File: src/rtl/timer_counter.sv
// Timer/counter core driven by the prescaler's single-cycle count pulse.
// It provides a loadable up/down counter with auto-reload, a one-shot
// mode, sticky overflow/underflow/compare flags and a maskable interrupt.
// Everything runs in the pclk domain.

module timer_counter #(
    parameter int WIDTH = 8
) (
    input  logic             pclk,
    input  logic             presetn,
    input  logic             clk_pulse,
    input  logic             en,
    input  logic             dir,
    input  logic             oneshot,
    input  logic             load,
    input  logic [WIDTH-1:0] load_val,
    input  logic [WIDTH-1:0] cmp_val,
    input  logic [2:0]       irq_en,
    input  logic [2:0]       flag_clr,
    output logic [WIDTH-1:0] cnt,
    output logic             ovf,
    output logic             udf,
    output logic             cmp_match,
    output logic             irq,
    output logic             running
);

    typedef enum logic [1:0] {
        IDLE = 2'd0,
        RUN  = 2'd1,
        DONE = 2'd2
    } state_t;

    state_t           state;
    logic [WIDTH-1:0] rld;
    logic             tick;
    logic             at_max;
    logic             at_zero;
    logic             wrap;
    logic             ovf_set;
    logic             udf_set;
    logic             cmp_set;
    logic [WIDTH-1:0] cnt_next;

    // Qualify the tick and compute the counter's next value and flag events
    always_comb begin
        // NOTE: every signal gets a value on every path so no latch is inferred.
        // A load on the same edge swallows the tick entirely.
        tick     = (state == RUN) && en && clk_pulse && !load;
        at_max   = (cnt == '1);
        at_zero  = (cnt == '0);
        cnt_next = cnt;
        if (dir) begin
            cnt_next = at_zero ? rld : cnt - WIDTH'(1);
        end else begin
            cnt_next = at_max ? rld : cnt + WIDTH'(1);
        end
        wrap    = tick && (dir ? at_zero : at_max);
        ovf_set = wrap && !dir;
        udf_set = wrap && dir;
        cmp_set = tick && (cnt_next == cmp_val);
    end

    // Run-control FSM; running is registered together with the state
    always_ff @(posedge pclk) begin
        // NOTE: sequential state uses non-blocking assignments so every
        // register samples the pre-edge values of the others.
        if (!presetn) begin
            state   <= IDLE;
            running <= 1'b0;
        end else begin
            case (state)
                IDLE: begin
                    if (en) begin
                        state   <= RUN;
                        running <= 1'b1;
                    end
                end
                RUN: begin
                    if (!en) begin
                        state   <= IDLE;
                        running <= 1'b0;
                    end else if (oneshot && wrap) begin
                        state   <= DONE;
                        running <= 1'b0;
                    end
                end
                DONE: begin
                    if (!en) begin
                        state   <= IDLE;
                        running <= 1'b0;
                    end
                end
                default: begin
                    state   <= IDLE;
                    running <= 1'b0;
                end
            endcase
        end
    end

    // Counter and reload register: load has priority over a tick
    always_ff @(posedge pclk) begin
        if (!presetn) begin
            cnt <= '0;
            rld <= '0;
        end else if (load) begin
            cnt <= load_val;
            rld <= load_val;
        end else if (tick) begin
            cnt <= cnt_next;
        end
    end

    // Sticky flags: a set on the same edge as its clear strobe wins
    always_ff @(posedge pclk) begin
        if (!presetn) begin
            ovf       <= 1'b0;
            udf       <= 1'b0;
            cmp_match <= 1'b0;
        end else begin
            ovf       <= ovf_set | (ovf       & ~flag_clr[0]);
            udf       <= udf_set | (udf       & ~flag_clr[1]);
            cmp_match <= cmp_set | (cmp_match & ~flag_clr[2]);
        end
    end

    // Interrupt request straight from the flag registers and their enables
    assign irq = |({cmp_match, udf, ovf} & irq_en);

endmodule

File: config.mk
export PLATFORM = sky130hd
export DESIGN_NAME = timer_counter
export DESIGN_NICKNAME = d
export VERILOG_FILES = /design/src/rtl/timer_counter.sv
export SDC_FILE = /design/constraint.sdc
export NUM_CORES = 1
export LEC_CHECK = 0
export CAP_MARGIN = 20
export CORE_ASPECT_RATIO = 0.7
export CORE_UTILIZATION = 45
export DETAILED_ROUTE_END_ITERATION = 8
export PLACE_DENSITY = 0.73
export SLEW_MARGIN = 25
export SYNTH_ARGS = -nofsm -noshare
export SYNTH_HDL_FRONTEND = slang
export SYNTH_SLANG_ARGS = --single-unit
File: constraint.sdc
create_clock -name pclk -period 3.9 [get_ports pclk]
set_clock_uncertainty 0.15 [all_clocks]
set_input_delay 0.975 -clock pclk [delete_from_list [all_inputs] [get_ports pclk]]
set_output_delay 0.975 -clock pclk [all_outputs]
set_load 0.005 [all_outputs]
## Word level (Yosys, flattened, before mapping)

Cells that the tools add are included.

- Register bits after elaboration: 22
- Bits in latches: 0
- Memory bits (writable): 0
- ROM bits: 0
- Input port bits: 29
- Output and inout bits: 13
- Logic and storage cells: 57
- Memories: 0

- Add/subtract/negate cells: 2
- Multiply operators: 0
- Divide/modulo/power cells: 0
- Order comparisons: 0
- Equal/unequal tests: 7
- Shifts and indexed selects: 0
- Mux-type cells: 16
- Bitwise gates (word level): 10
- Reductions and logical operators: 15

Operators by type and width:

| operator | count |
|---|---|
| $mux W8 | 5 |
| $add A8 B1 Y8 const B | 1 |
| $eq A8 B8 Y1 | 1 |
| $eq A8 B8 Y1 const B | 1 |
| $logic_and A1 B1 Y1 | 8 |
| $logic_not A8 Y1 | 1 |
| $mux W2 | 4 |
| $sub A8 B1 Y8 const B | 1 |
| $pmux W2 S3 | 1 |
| $mux W1 | 5 |
| $ne A2 B2 Y1 const B | 2 |
| $and A1 B1 Y1 | 3 |
| $and A3 B3 Y3 | 1 |
| $ne A3 B2 Y1 const B | 1 |
| $not A1 Y1 | 3 |
| $or A1 B1 Y1 | 3 |
| $pmux W1 S3 | 1 |
| $reduce_and A3 Y1 | 1 |
| $reduce_or A3 Y1 | 1 |
| $eq A2 B1 Y1 const B | 1 |
| $eq A2 B2 Y1 const B | 1 |
| $logic_not A1 Y1 | 2 |
| $logic_not A2 Y1 | 1 |
| $reduce_bool A2 Y1 | 1 |

## Depth between registers and ports, before layout

Gate-level depths: netlist of the first run.

- Depth in word-level cells: 9
- Mapped depth: 10
- Depth with buffers taken out: 9

## Worst setup path after synthesis of the first run

No wires, ideal clock.

- Path type: input to register
- Start: in dir
- End: reg cmp_match
- Library setup time: 0.115 ns
- Data arrival time: 2.356 ns
- Setup slack: 1.278 ns
- Stages on the path: 8
- Path buffers: 2
- Cell sequence: clkbuf_1 -> buf_2 -> o21ai_0 -> a221oi_1 -> o221ai_1 -> xnor2_1 -> nor3_1 -> a31o_1

- Cells in the longest elaborated chain, start to end: 4

RTL lines:

| item | line | RTL |
|---|---|---|
| start, declared | 13 | `input logic dir,` |
| $mux W8 | 53 | `if (dir) begin` |
| $eq A8 B8 Y1 | 61 | `cmp_set = tick && (cnt_next == cmp_val);` |
| $logic_and A1 B1 Y1 | 61 |  |
| $or A1 B1 Y1 | 124 | `cmp_match <= cmp_set \| (cmp_match & ~flag_clr[2]);` |
| end signal, assigned | 124 |  |
| end, declared | 23 | `output logic cmp_match,` |

No other way between the ends.
A chain may end at the register's enable or synchronous reset.

## Worst setup path after layout of the first run

- Start: in irq_en[0]
- End: out irq

- Cells in the longest elaborated chain, start to end: 2

RTL lines:

| item | line | RTL |
|---|---|---|
| start, declared | 18 | `input logic [2:0] irq_en,` |
| $and A3 B3 Y3 | 129 | `assign irq = \|({cmp_match, udf, ovf} & irq_en);` |
| $reduce_or A3 Y1 | 129 |  |
| end, declared | 24 | `output logic irq,` |

No other way between the ends.

==> Flow_metrics.wiki, run 1 <==
{| class="wikitable"
! Metric !! Value
|-
| Result of the run || completed
|-
| Insertion delay of the later-clocked pin in the worst-skew pair || about 270 ps
|-
| Average footprint of a synthesized cell || approximately 8.5 um^2
|-
| CP delay by family, top || buffers and inverters
|-
| Mean routed wirelength per cell || roughly 17 um
|-
| Type of origin of the critical path || input port
|-
| Setup TNS Final || 0 ps
|-
| Die H || just over 50 um
|-
| Synth Register Bits || 21
|-
| Cell count after synthesis || 180
|-
| Fin util || 0.617
|-
| Max-slew headroom at the worst pin || 0.530
|-
| Critical path buffer and inverter count || 3
|-
| Number of antenna cells inserted || 0
|-
| Final antenna-violating net count || 0
|-
| H-tree depth || 1
|-
| Largest net degree at the start of global routing || 22
|-
| Antenna violations before repair || 0
|-
| Arrival time of data at the critical path endpoint || between 2000 and 2500 ps
|-
| Resized Gates After CTS || 0
|-
| # port buffers || between 40 and 50
|-
| Slowest stage cell on the critical path || sky130_fd_sc_hd__clkdlybuf4s50_1
|-
| Number of cells on the worst reg-to-reg path || 9
|-
| Final wirelength || 4.29 mm
|-
| Syn Std Cell Area || between 1500 and 2000 um^2
|-
| Proportion of layout cells with a drive suffix above 1 || 0.0806
|-
| Final Slew Violations || 0
|-
| Worst endpoint required time || 2770 ps
|-
| Async S/R FF share, synth || 0
|-
| Sequential-to-total area share from yosys stat || 0.275
|-
| Pre-CTS setup slack || roughly 510 ps
|-
| Overflow after GRT || 0
|-
| Ys Warns || 0
|-
| Crit share post-route || 0.867
|-
| Number of buffers added for setup after CTS || 0
|-
| CTS clock-pin slew for the worst setup and hold paths || about 80 ps
|-
| Post-CTS Hold Buffers || 0
|-
| Library cell appearing most often on the critical path || sky130_fd_sc_hd__clkdlybuf4s50_1
|-
| Filler Cells Inserted || 283
|-
| Slew at the pin with the worst max-slew slack || 703 ps
|-
| Ratio of routed vias to standard cells || roughly 6
|-
| Power density over the cells || about 290 nW/um^2
|-
| Sequence of cells on the critical path || clkdlybuf4s50_1 -> a222oi_1 -> inv_1 -> clkdlybuf4s50_1
|-
| Count of cells along the worst hold path || 1
|-
| Hold WC Path Type || flip-flop to flip-flop
|-
| CTS tree || yes
|-
| Number of nets produced by synthesis || between 200 and 250
|-
| Endpoint type of the worst setup path || output port
|-
| Setup repair after global routing missed its margin || false
|-
| IR Drop Worst-Case VDD || about 200 uV
|-
| Detailed-route via count || 1500
|-
| Worst stage delay on the critical path || between 400 and 500 ps
|-
| Total global routing track utilization || 0.250
|-
| Total core area || roughly 3200 um^2
|-
| Total Nets Final || around 240
|-
| Achievable Freq || 296 MHz
|-
| Area of all sequential standard cells || approximately 420 um^2
|-
| Most frequent cells in the layout || 41 x sky130_fd_sc_hd__clkdlybuf4s50_1, 22 x sky130_fd_sc_hd__nand2_1, 21 x sky130_fd_sc_hd__dfxtp_1
|-
| Area Overhead vs Synth || 28.5%
|-
| Final WS setup || roughly 520 ps
|-
| Leakage power summed over all cells || approximately 0.00076 uW
|-
| Clock root buffer || sky130_fd_sc_hd__clkbuf_8
|-
| Final min period || 3380 ps
|-
| Wire length of the first global-routing pass || around 7 mm
|-
| Iteration count of the initial detailed-routing pass || 4
|-
| Number of top-level design ports || 42
|-
| Critical path class || input port to output port
|-
| Unique masters post-synth || 52
|-
| Area contributors post-synth || sky130_fd_sc_hd__dfxtp_1 27%, sky130_fd_sc_hd__nand2_1 5.4%, sky130_fd_sc_hd__mux2i_1 5.2%
|-
| Die Span X || 71.7 um
|-
| Overall die area || between 3000 and 4000 um^2
|-
| Count of maximum capacitance violations || 0
|-
| DRC Markers || 0
|-
| Share of Yosys cell area claimed by the top area cell type || 0.275
|-
| Critical Path Fanout Max || 1
|-
| Number of buffers created by CTS || 3
|-
| Most used flip-flop cell after synthesis || sky130_fd_sc_hd__dfxtp_1
|-
| EDFF count, synth || 0
|-
| Most common cell after layout, fill and taps aside || sky130_fd_sc_hd__clkdlybuf4s50_1
|-
| Placed wire-length estimate after detailed placement || approximately 3.1 mm
|-
| Starting density of the core || 0.480
|-
| Total Power Consumption || 563 uW
|-
| Global placer's final weighted congestion || 0.923
|-
| Final Hold Vio Count || 0
|-
| Area occupied by multi-input gates || about 1000 um^2
|-
| Iteration-0 DRC Markers || about 140
|-
| Number of logic stages on the critical path including buffering || 4
|-
| Leading area contributor after synthesis || sky130_fd_sc_hd__dfxtp_1
|-
| Row Count || 17
|-
| Total clock sinks || 21
|-
| Total setup violations reported at the end of the flow || 0
|-
| Via count of the first global-routing pass || between 1000 and 1500
|-
| Bufs on Longest Clock Path || 2
|}
-- through the flow --
step	area, um^2	cells	hold slack, ps
floorplan	1530	180	262
global placement	1920	245	267
detailed placement	1920	245	278
CTS	1970	249	291
global route	1970	249	319
finish	1970	249	285
-- sequential cells by signal, indices dropped and copies added, names as in the netlist --
name	flops
cnt	8
rld	8
state	2
cmp_match	1
ovf	1
udf	1
-- kinds of logic (layout without fill, tap and decap cells) --
group,count (synthesis),after routing,share of synthesized area
compound gates,49,49,0.252
buf+inv,22,53,0.0678
mux,11,11,0.0743
fa+ha+maj,3,3,0.0245
xor+xnor,10,10,0.0572
simple gates,64,64,0.249
flops,21,21,0.275
-- where the power goes --
part           internal [uW]  switching (uW)  leakage (uW)
registers                225            24.2      0.000173
clock network           72.4            79.4     0.0000217
logic                   89.1            72.6      0.000567
total                    387             176      0.000762
-- per-layer routing --
layer / routed length [um] / track usage / share of wire
met2: 1900 / 0.381 / 0.44
met1: 1990 / 0.347 / 0.47
met5: 0 / 0 / 0
met4: 57 / 0.0784 / 0.013
met3: 334 / 0.0611 / 0.078
-- cell usage after synthesis, drive strengths merged, types with 2 or more instances --
master / instances
a21boi: 7
a21oi: 6
a221oi: 2
and3: 2
buf: 8
clkbuf: 7
dfxtp: 21
ha: 3
inv: 7
mux2: 3
mux2i: 8
nand2: 22
nand2b: 3
nand3: 4
nand4: 2
nand4b: 2
nor2: 8
nor2b: 7
nor3: 2
nor3b: 3
nor4: 2
o211a: 5
o211ai: 6
o21ai: 7
o221ai: 3
o22ai: 2
or3: 2
xnor2: 8
xor2: 2
-- path summary, 6_finish.rpt --
kind | start | to | slack, ps
hold reg to reg | state[1] | state[0] | 290
setup / recovery | irq_en[0] | irq | 520
setup reg to reg | cnt[0] | cmp_match | 1140
hold / removal | state[1] | state[0] | 290
-- layout make-up --
type / instances / area share
Clock buffer: 3 / 0.0210
Clock inverter: 1 / 0.00381
Inverter: 7 / 0.0134
Multi-Input combinational cell: 137 / 0.512
Sequential cell: 21 / 0.214
Tap cell: 38 / 0.0242
Timing Repair Buffer: 42 / 0.212
No activity file was read; power rests on OpenSTA's default activity.
==> inputs of run 2 (changes only) <==
Settings changed: CORE_UTILIZATION 45 to 25, PLACE_DENSITY 0.73 to 0.45.
Clock period 3.9 ns to 3.7 ns, I/O delays scaled along.
==> run 2 against run 1 <==
Compared with the run above:
- global-route usage down 10 points
- cell area up 3.5%
- setup slack worse by 45 ps
- flip-flop and latch count unchanged
- sequential share of layout area shrank 0.72 points
- core utilization is 27 points lower
- count of clock-buffer cells in the layout is the same
- via count is 5.1% lower
- hold slack improved by 9.2 ps
- sequential power up 5%
- total power grew 6.3%
- critical path type unchanged
- largest cell class unchanged
- largest power group unchanged
==> Flow_metrics.wiki, run 2 (same netlist as run 1, synthesis figures left out) <==
{| class="wikitable"
! Metric !! Value
|-
| Die Span X || 95.6 um (was 71.7 um)
|-
| Area Overhead vs Synth || 33.0% (was 28.5%)
|-
| Mean routed wirelength per cell || 15.3 um (was 17.2 um)
|-
| Row Count || 23 (was 17)
|-
| CTS clock-pin slew for the worst setup and hold paths || 90 ps (was 80 ps)
|-
| Placed wire-length estimate after detailed placement || 3.38 mm (was 3.13 mm)
|-
| Achievable Freq || slightly above 300 MHz
|-
| Critical path class || input port to output port (unchanged)
|-
| Critical Path Fanout Max || 1 (unchanged)
|-
| Setup repair after global routing missed its margin || false (unchanged)
|-
| Launch point of the critical path || irq_en[0] (unchanged)
|-
| Final WS setup || 473 ps (was 518 ps)
|-
| H-tree depth || 1 (unchanged)
|-
| Filler Cells Inserted || 625 (was 283)
|-
| Result of the run || completed (unchanged)
|-
| Iteration-0 DRC Markers || 81 (was 137)
|-
| Number of top-level design ports || 42 (unchanged)
|-
| # port buffers || 41 (unchanged)
|-
| Via count of the first global-routing pass || 1336 (was 1360)
|-
| Post-CTS Hold Buffers || 0 (unchanged)
|-
| Total Nets Final || 247 (was 244)
|-
| Crit share post-route || 0.872
|-
| Final min period || about 3200 ps
|-
| Worst reg2reg path endpoint || cmp_match (unchanged)
|-
| Overflow after GRT || 0 (unchanged)
|-
| Worst endpoint required time || 2620 ps (was 2770 ps)
|-
| Termination of the worst setup path || irq (unchanged)
|-
| Largest net degree at the start of global routing || 21 (was 22)
|-
| Pre-CTS setup slack || 462 ps (was 507 ps)
|-
| Total core area || 5810 um^2 (was 3190 um^2)
|-
| Global placer's final weighted congestion || 0.869 (was 0.923)
|-
| Resized Gates After CTS || 0 (unchanged)
|-
| Number of buffers created by CTS || 3 (unchanged)
|-
| Max-slew headroom at the worst pin || 0.680 (was 0.530)
|-
| Iteration count of the initial detailed-routing pass || 4 (unchanged)
|-
| Antenna violations before repair || 0 (unchanged)
|-
| Most common cell after layout, fill and taps aside || sky130_fd_sc_hd__clkdlybuf4s50_1 (unchanged)
|-
| Leakage power summed over all cells || 0.000776 uW (was 0.000762 uW)
|-
| Arrival time of data at the critical path endpoint || 2150 ps (was 2260 ps)
|-
| Clock root buffer || sky130_fd_sc_hd__clkbuf_8 (unchanged)
|-
| Final antenna-violating net count || 0 (unchanged)
|-
| Wire length of the first global-routing pass || 7.09 mm (was 6.93 mm)
|-
| Final Hold Vio Count || 0 (unchanged)
|-
| Type of origin of the critical path || input port (unchanged)
|-
| DRC Markers || 0 (unchanged)
|-
| CTS tree || yes (unchanged)
|-
| Ratio of routed vias to standard cells || 4.93 (was 6.02)
|-
| Setup TNS Final || 0 ps (unchanged)
|-
| Total global routing track utilization || 0.148 (was 0.250)
|-
| Number of cells on the worst reg-to-reg path || 9 (unchanged)
|-
| Total setup violations reported at the end of the flow || 0 (unchanged)
|-
| IR Drop Worst-Case VDD || 161 uV (was 194 uV)
|-
| Total clock sinks || 21 (unchanged)
|-
| Overall die area || 6450 um^2 (was 3640 um^2)
|-
| Registers with the most flip-flops || cnt: 8 flops, rld: 8 flops, state: 2 flops (unchanged)
|-
| Insertion delay of the later-clocked pin in the worst-skew pair || 270 ps (about the same)
|-
| Endpoint type of the worst setup path || output port (unchanged)
|-
| Die H || 67.5 um (was 50.8 um)
|-
| Detailed-route via count || 1424 (was 1500)
|-
| Most frequent cells in the layout || 41 x sky130_fd_sc_hd__clkdlybuf4s50_1, 22 x sky130_fd_sc_hd__nand2_1, 21 x sky130_fd_sc_hd__dfxtp_1 (unchanged)
|-
| Fin util || 0.350 (was 0.617)
|-
| R2R setup slack || 1000 ps (was 1140 ps)
|-
| Final wirelength || 4.43 mm (was 4.29 mm)
|-
| Power density over the cells || 294 nW/um^2 (was 286 nW/um^2)
|-
| Number of buffers added for setup after CTS || 0 (unchanged)
|-
| Count of maximum capacitance violations || 0 (unchanged)
|-
| FF-to-FF Start || cnt[0] (unchanged)
|-
| Final Slew Violations || 0 (unchanged)
|-
| Proportion of layout cells with a drive suffix above 1 || 0.0935 (was 0.0806)
|-
| Starting density of the core || 0.263 (was 0.480)
|-
| Bufs on Longest Clock Path || 2 (unchanged)
|-
| Hold WC Path Type || flip-flop to flip-flop (unchanged)
|-
| Slew at the pin with the worst max-slew slack || 480 ps (was 703 ps)
|-
| Number of antenna cells inserted || 0 (unchanged)
|}
==> run 2: worst max-delay path: stages <==
cell and delay, ps:
sky130_fd_sc_hd__clkdlybuf4s50_1 400, sky130_fd_sc_hd__a222oi_1 320, sky130_fd_sc_hd__inv_1 70, sky130_fd_sc_hd__clkdlybuf4s50_1 440
==> run 2: stage by stage <==
stage | cells | hold WS (ps) | total power [uW] | instance area [um^2]
after detailed placement | 285 | 280 | 439 | 1990
final | 289 | 295 | 598 | 2040
after global placement | 285 | 284 | 442 | 1990
after global routing | 289 | 309 | 636 | 2040
after floorplan | 180 | 262 | 369 | 1530
after CTS | 289 | 294 | 605 | 2040
==> run 2: layer usage <==
metal,global-route usage,up-vias,share of wire
met5,0,-,0
met1,0.237,668,0.56
met2,0.197,31,0.39
met3,0.0338,2,0.041
met4,0.0224,0,0.0045
li1,-,723,-
==> run 2: cell type report <==
| class | instances | area, um^2 | area share |
|---|---|---|---|
| Multi-Input combinational cell | 137 | 1010 | 0.494 |
| Timing Repair Buffer | 45 | 440 | 0.216 |
| Sequential cell | 21 | 420 | 0.206 |
| Tap cell | 75 | 93.8 | 0.0461 |
| Clock buffer | 3 | 41.3 | 0.0203 |
| Inverter | 7 | 26.3 | 0.0129 |
| Clock inverter | 1 | 7.51 | 0.00369 |
==> run 2: worst min-delay path by stage <==
stage | from | endpoint | slack (ps) | cells past startpoint
after floorplan | state[1] | state[0] | 260 | 1
after global placement | state[1] | state[0] | 280 | 1
after detailed placement | state[1] | state[0] | 280 | 1
after CTS | state[1] | state[0] | 290 | 1
after global routing | state[1] | state[0] | 310 | 1
final | state[1] | state[0] | 290 | 1
==> run 2: power by group <==
group	switching [uW]	internal, uW
clock network	87.2	76.3
registers	25.0	238
logic	76.7	95.5
total	189	409
==> inputs of run 3 (changes only) <==
Settings changed: PLACE_DENSITY 0.45 to default.
Clock period 3.7 ns to 3.2 ns, I/O delays scaled along.
==> run 3 against run 2 <==
Compared with the run above:
- core utilization is the same
- hold slack lost 8.5 ps
- total power grew 14%
- register-to-register slack lost 440 ps
- flip-flop and latch count is the same
- first-iteration DRC count grew 140%
- clock power grew 13%
- combinational power grew 14%
- critical path depth is the same
- critical path type unchanged
- critical endpoint unchanged
- largest power group unchanged
==> Flow_metrics.wiki, run 3 (same netlist as run 1, synthesis figures left out) <==
{| class="wikitable"
! Metric !! Value
|-
| Endpoint type of the worst setup path || output port (unchanged)
|-
| Power density over the cells || 336 nW/um^2 (was 294 nW/um^2)
|-
| Largest net degree at the start of global routing || 19 (was 21)
|-
| Global placer's final weighted congestion || 0.879 (was 0.869)
|-
| Hold WC Path Type || flip-flop to flip-flop (unchanged)
|-
| Final wirelength || 3.98 mm (was 4.43 mm)
|-
| Overall die area || 6450 um^2 (unchanged)
|-
| Iteration-0 DRC Markers || 197 (was 81)
|-
| Max-slew headroom at the worst pin || 0.678 (was 0.680)
|-
| Leakage power summed over all cells || 0.000776 uW (unchanged)
|-
| Resized Gates After CTS || 0 (unchanged)
|-
| DRC Markers || 0 (unchanged)
|-
| Iteration count of the initial detailed-routing pass || 4 (unchanged)
|-
| Total global routing track utilization || 0.132 (was 0.148)
|-
| Detailed-route via count || 1423 (was 1424)
|-
| Number of antenna cells inserted || 0 (unchanged)
|-
| Number of top-level design ports || 42 (unchanged)
|-
| Post-CTS Hold Buffers || 0 (unchanged)
|-
| Total setup violations reported at the end of the flow || 0 (unchanged)
|-
| Registers with the most flip-flops || cnt: 8 flops, rld: 8 flops, state: 2 flops (unchanged)
|-
| Via count of the first global-routing pass || 1268 (was 1336)
|-
| Area of all sequential standard cells || 420 um^2 (unchanged)
|-
| Placed wire-length estimate after detailed placement || 3.14 mm (was 3.38 mm)
|-
| Number of buffers created by CTS || 3 (unchanged)
|-
| Antenna violations before repair || 0 (unchanged)
|-
| Arrival time of data at the critical path endpoint || 2050 ps (was 2150 ps)
|-
| Mean routed wirelength per cell || 13.8 um (was 15.3 um)
|-
| Placed Cells || 285 (unchanged)
|-
| CTS clock-pin slew for the worst setup and hold paths || 80 ps (was 90 ps)
|-
| FF-to-FF Start || cnt[1] (was cnt[0])
|-
| Final antenna-violating net count || 0 (unchanged)
|-
| Total clock sinks || 21 (unchanged)
|-
| Critical Path Fanout Max || 1 (unchanged)
|-
| # port buffers || 41 (unchanged)
|-
| Area Overhead vs Synth || 33.0% (unchanged)
|-
| Total Power Consumption || 685 uW (was 598 uW)
|-
| Wire length of the first global-routing pass || 6.47 mm (was 7.09 mm)
|-
| Startpoint of the tightest hold check path || state[1] (unchanged)
|-
| Final cell count without fillers || 289 (unchanged)
|-
| Final min period || around 3000 ps
|-
| Most frequent cells in the layout || 41 x sky130_fd_sc_hd__clkdlybuf4s50_1, 22 x sky130_fd_sc_hd__nand2_1, 21 x sky130_fd_sc_hd__dfxtp_1 (unchanged)
|-
| Starting density of the core || 0.263 (unchanged)
|-
| Final Hold Vio Count || 0 (unchanged)
|-
| Final non-filler cell area || 2040 um^2 (unchanged)
|-
| Total core area || 5810 um^2 (unchanged)
|-
| Setup repair after global routing missed its margin || false (unchanged)
|-
| Most common cell after layout, fill and taps aside || sky130_fd_sc_hd__clkdlybuf4s50_1 (unchanged)
|-
| Setup TNS Final || 0 ps (unchanged)
|-
| IR Drop Worst-Case VDD || 179 uV (was 161 uV)
|-
| Die H || 67.5 um (unchanged)
|-
| Filler Cells Inserted || 619 (was 625)
|-
| H-tree depth || 1 (unchanged)
|-
| Type of origin of the critical path || input port (unchanged)
|-
| Overflow after GRT || 0 (unchanged)
|-
| Die Span X || 95.6 um (unchanged)
|-
| Bufs on Longest Clock Path || 2 (unchanged)
|-
| Critical path class || input port to output port (unchanged)
|-
| Result of the run || completed (unchanged)
|-
| CTS tree || yes (unchanged)
|-
| Worst endpoint required time || 2250 ps (was 2620 ps)
|-
| Worst hold slack after final layout || 286 ps (was 295 ps)
|-
| Slew at the pin with the worst max-slew slack || 483 ps (was 480 ps)
|-
| Proportion of layout cells with a drive suffix above 1 || 0.0935 (unchanged)
|-
| Final Slew Violations || 0 (unchanged)
|-
| Area occupied by multi-input gates || 1010 um^2 (unchanged)
|-
| Count of maximum capacitance violations || 0 (unchanged)
|-
| Crit share post-route || 0.938
|-
| Row Count || 23 (unchanged)
|-
| Total Nets Final || 247 (unchanged)
|-
| Launch point of the critical path || irq_en[0] (unchanged)
|-
| Ratio of routed vias to standard cells || 4.92 (was 4.93)
|-
| Cell area reported after detailed placement || 1990 um^2 (unchanged)
|-
| Clock root buffer || sky130_fd_sc_hd__clkbuf_8 (unchanged)
|-
| Achievable Freq || around 330 MHz
|-
| Number of buffers added for setup after CTS || 0 (unchanged)
|-
| Insertion delay of the later-clocked pin in the worst-skew pair || 270 ps (about the same)
|}
## run 3: cell counts in the layout (fill, tap and decap cells not counted)
Identical to the previous run, type by type.
## run 3: per-stage QoR
| stage | setup WS, ps | utilization |
|---|---|---|
| 2_1_floorplan | 753 | - |
| 5_1_grt | 147 | 0.350 |
| 6_report | 200 | 0.350 |
| 4_1_cts | 183 | 0.350 |
| 3_5_place_dp | 186 | 0.342 |
| 3_3_place_gp | 226 | 0.342 |
## run 3: per-layer routing
| layer | vias to the layer above | GRT usage | share of wire |
|---|---|---|---|
| met5 | - | 0 | 0 |
| met4 | 0 | 0.0168 | 0.0020 |
| met3 | 2 | 0.0327 | 0.054 |
| met2 | 35 | 0.184 | 0.43 |
| met1 | 662 | 0.205 | 0.51 |
| li1 | 724 | - | - |
## run 3: cell type report
type                            instances  area share
Multi-Input combinational cell        137       0.494
Timing Repair Buffer                   45       0.216
Sequential cell                        21       0.206
Tap cell                               75      0.0461
Clock buffer                            3      0.0203
Inverter                                7      0.0129
Clock inverter                          1     0.00369
## run 3: path summary, 6_finish.rpt
| kind | end | depth (start not counted) | slack (ps) |
|---|---|---|---|
| hold reg to reg | state[0] | 1 | 290 |
| hold / removal | state[0] | 1 | 290 |
| setup / recovery | irq | 4 | 200 |
| setup reg to reg | cmp_match | 8 | 560 |
## run 3: critical path, stage by stage
cell and delay [ps]:
sky130_fd_sc_hd__clkdlybuf4s50_1 400, sky130_fd_sc_hd__a222oi_1 330, sky130_fd_sc_hd__inv_1 70, sky130_fd_sc_hd__clkdlybuf4s50_1 450
## run 3: report_power, final
part / switching, uW / internal [uW]
combinational: 85.7 / 110
clock: 98.0 / 88.2
sequential: 27.9 / 275
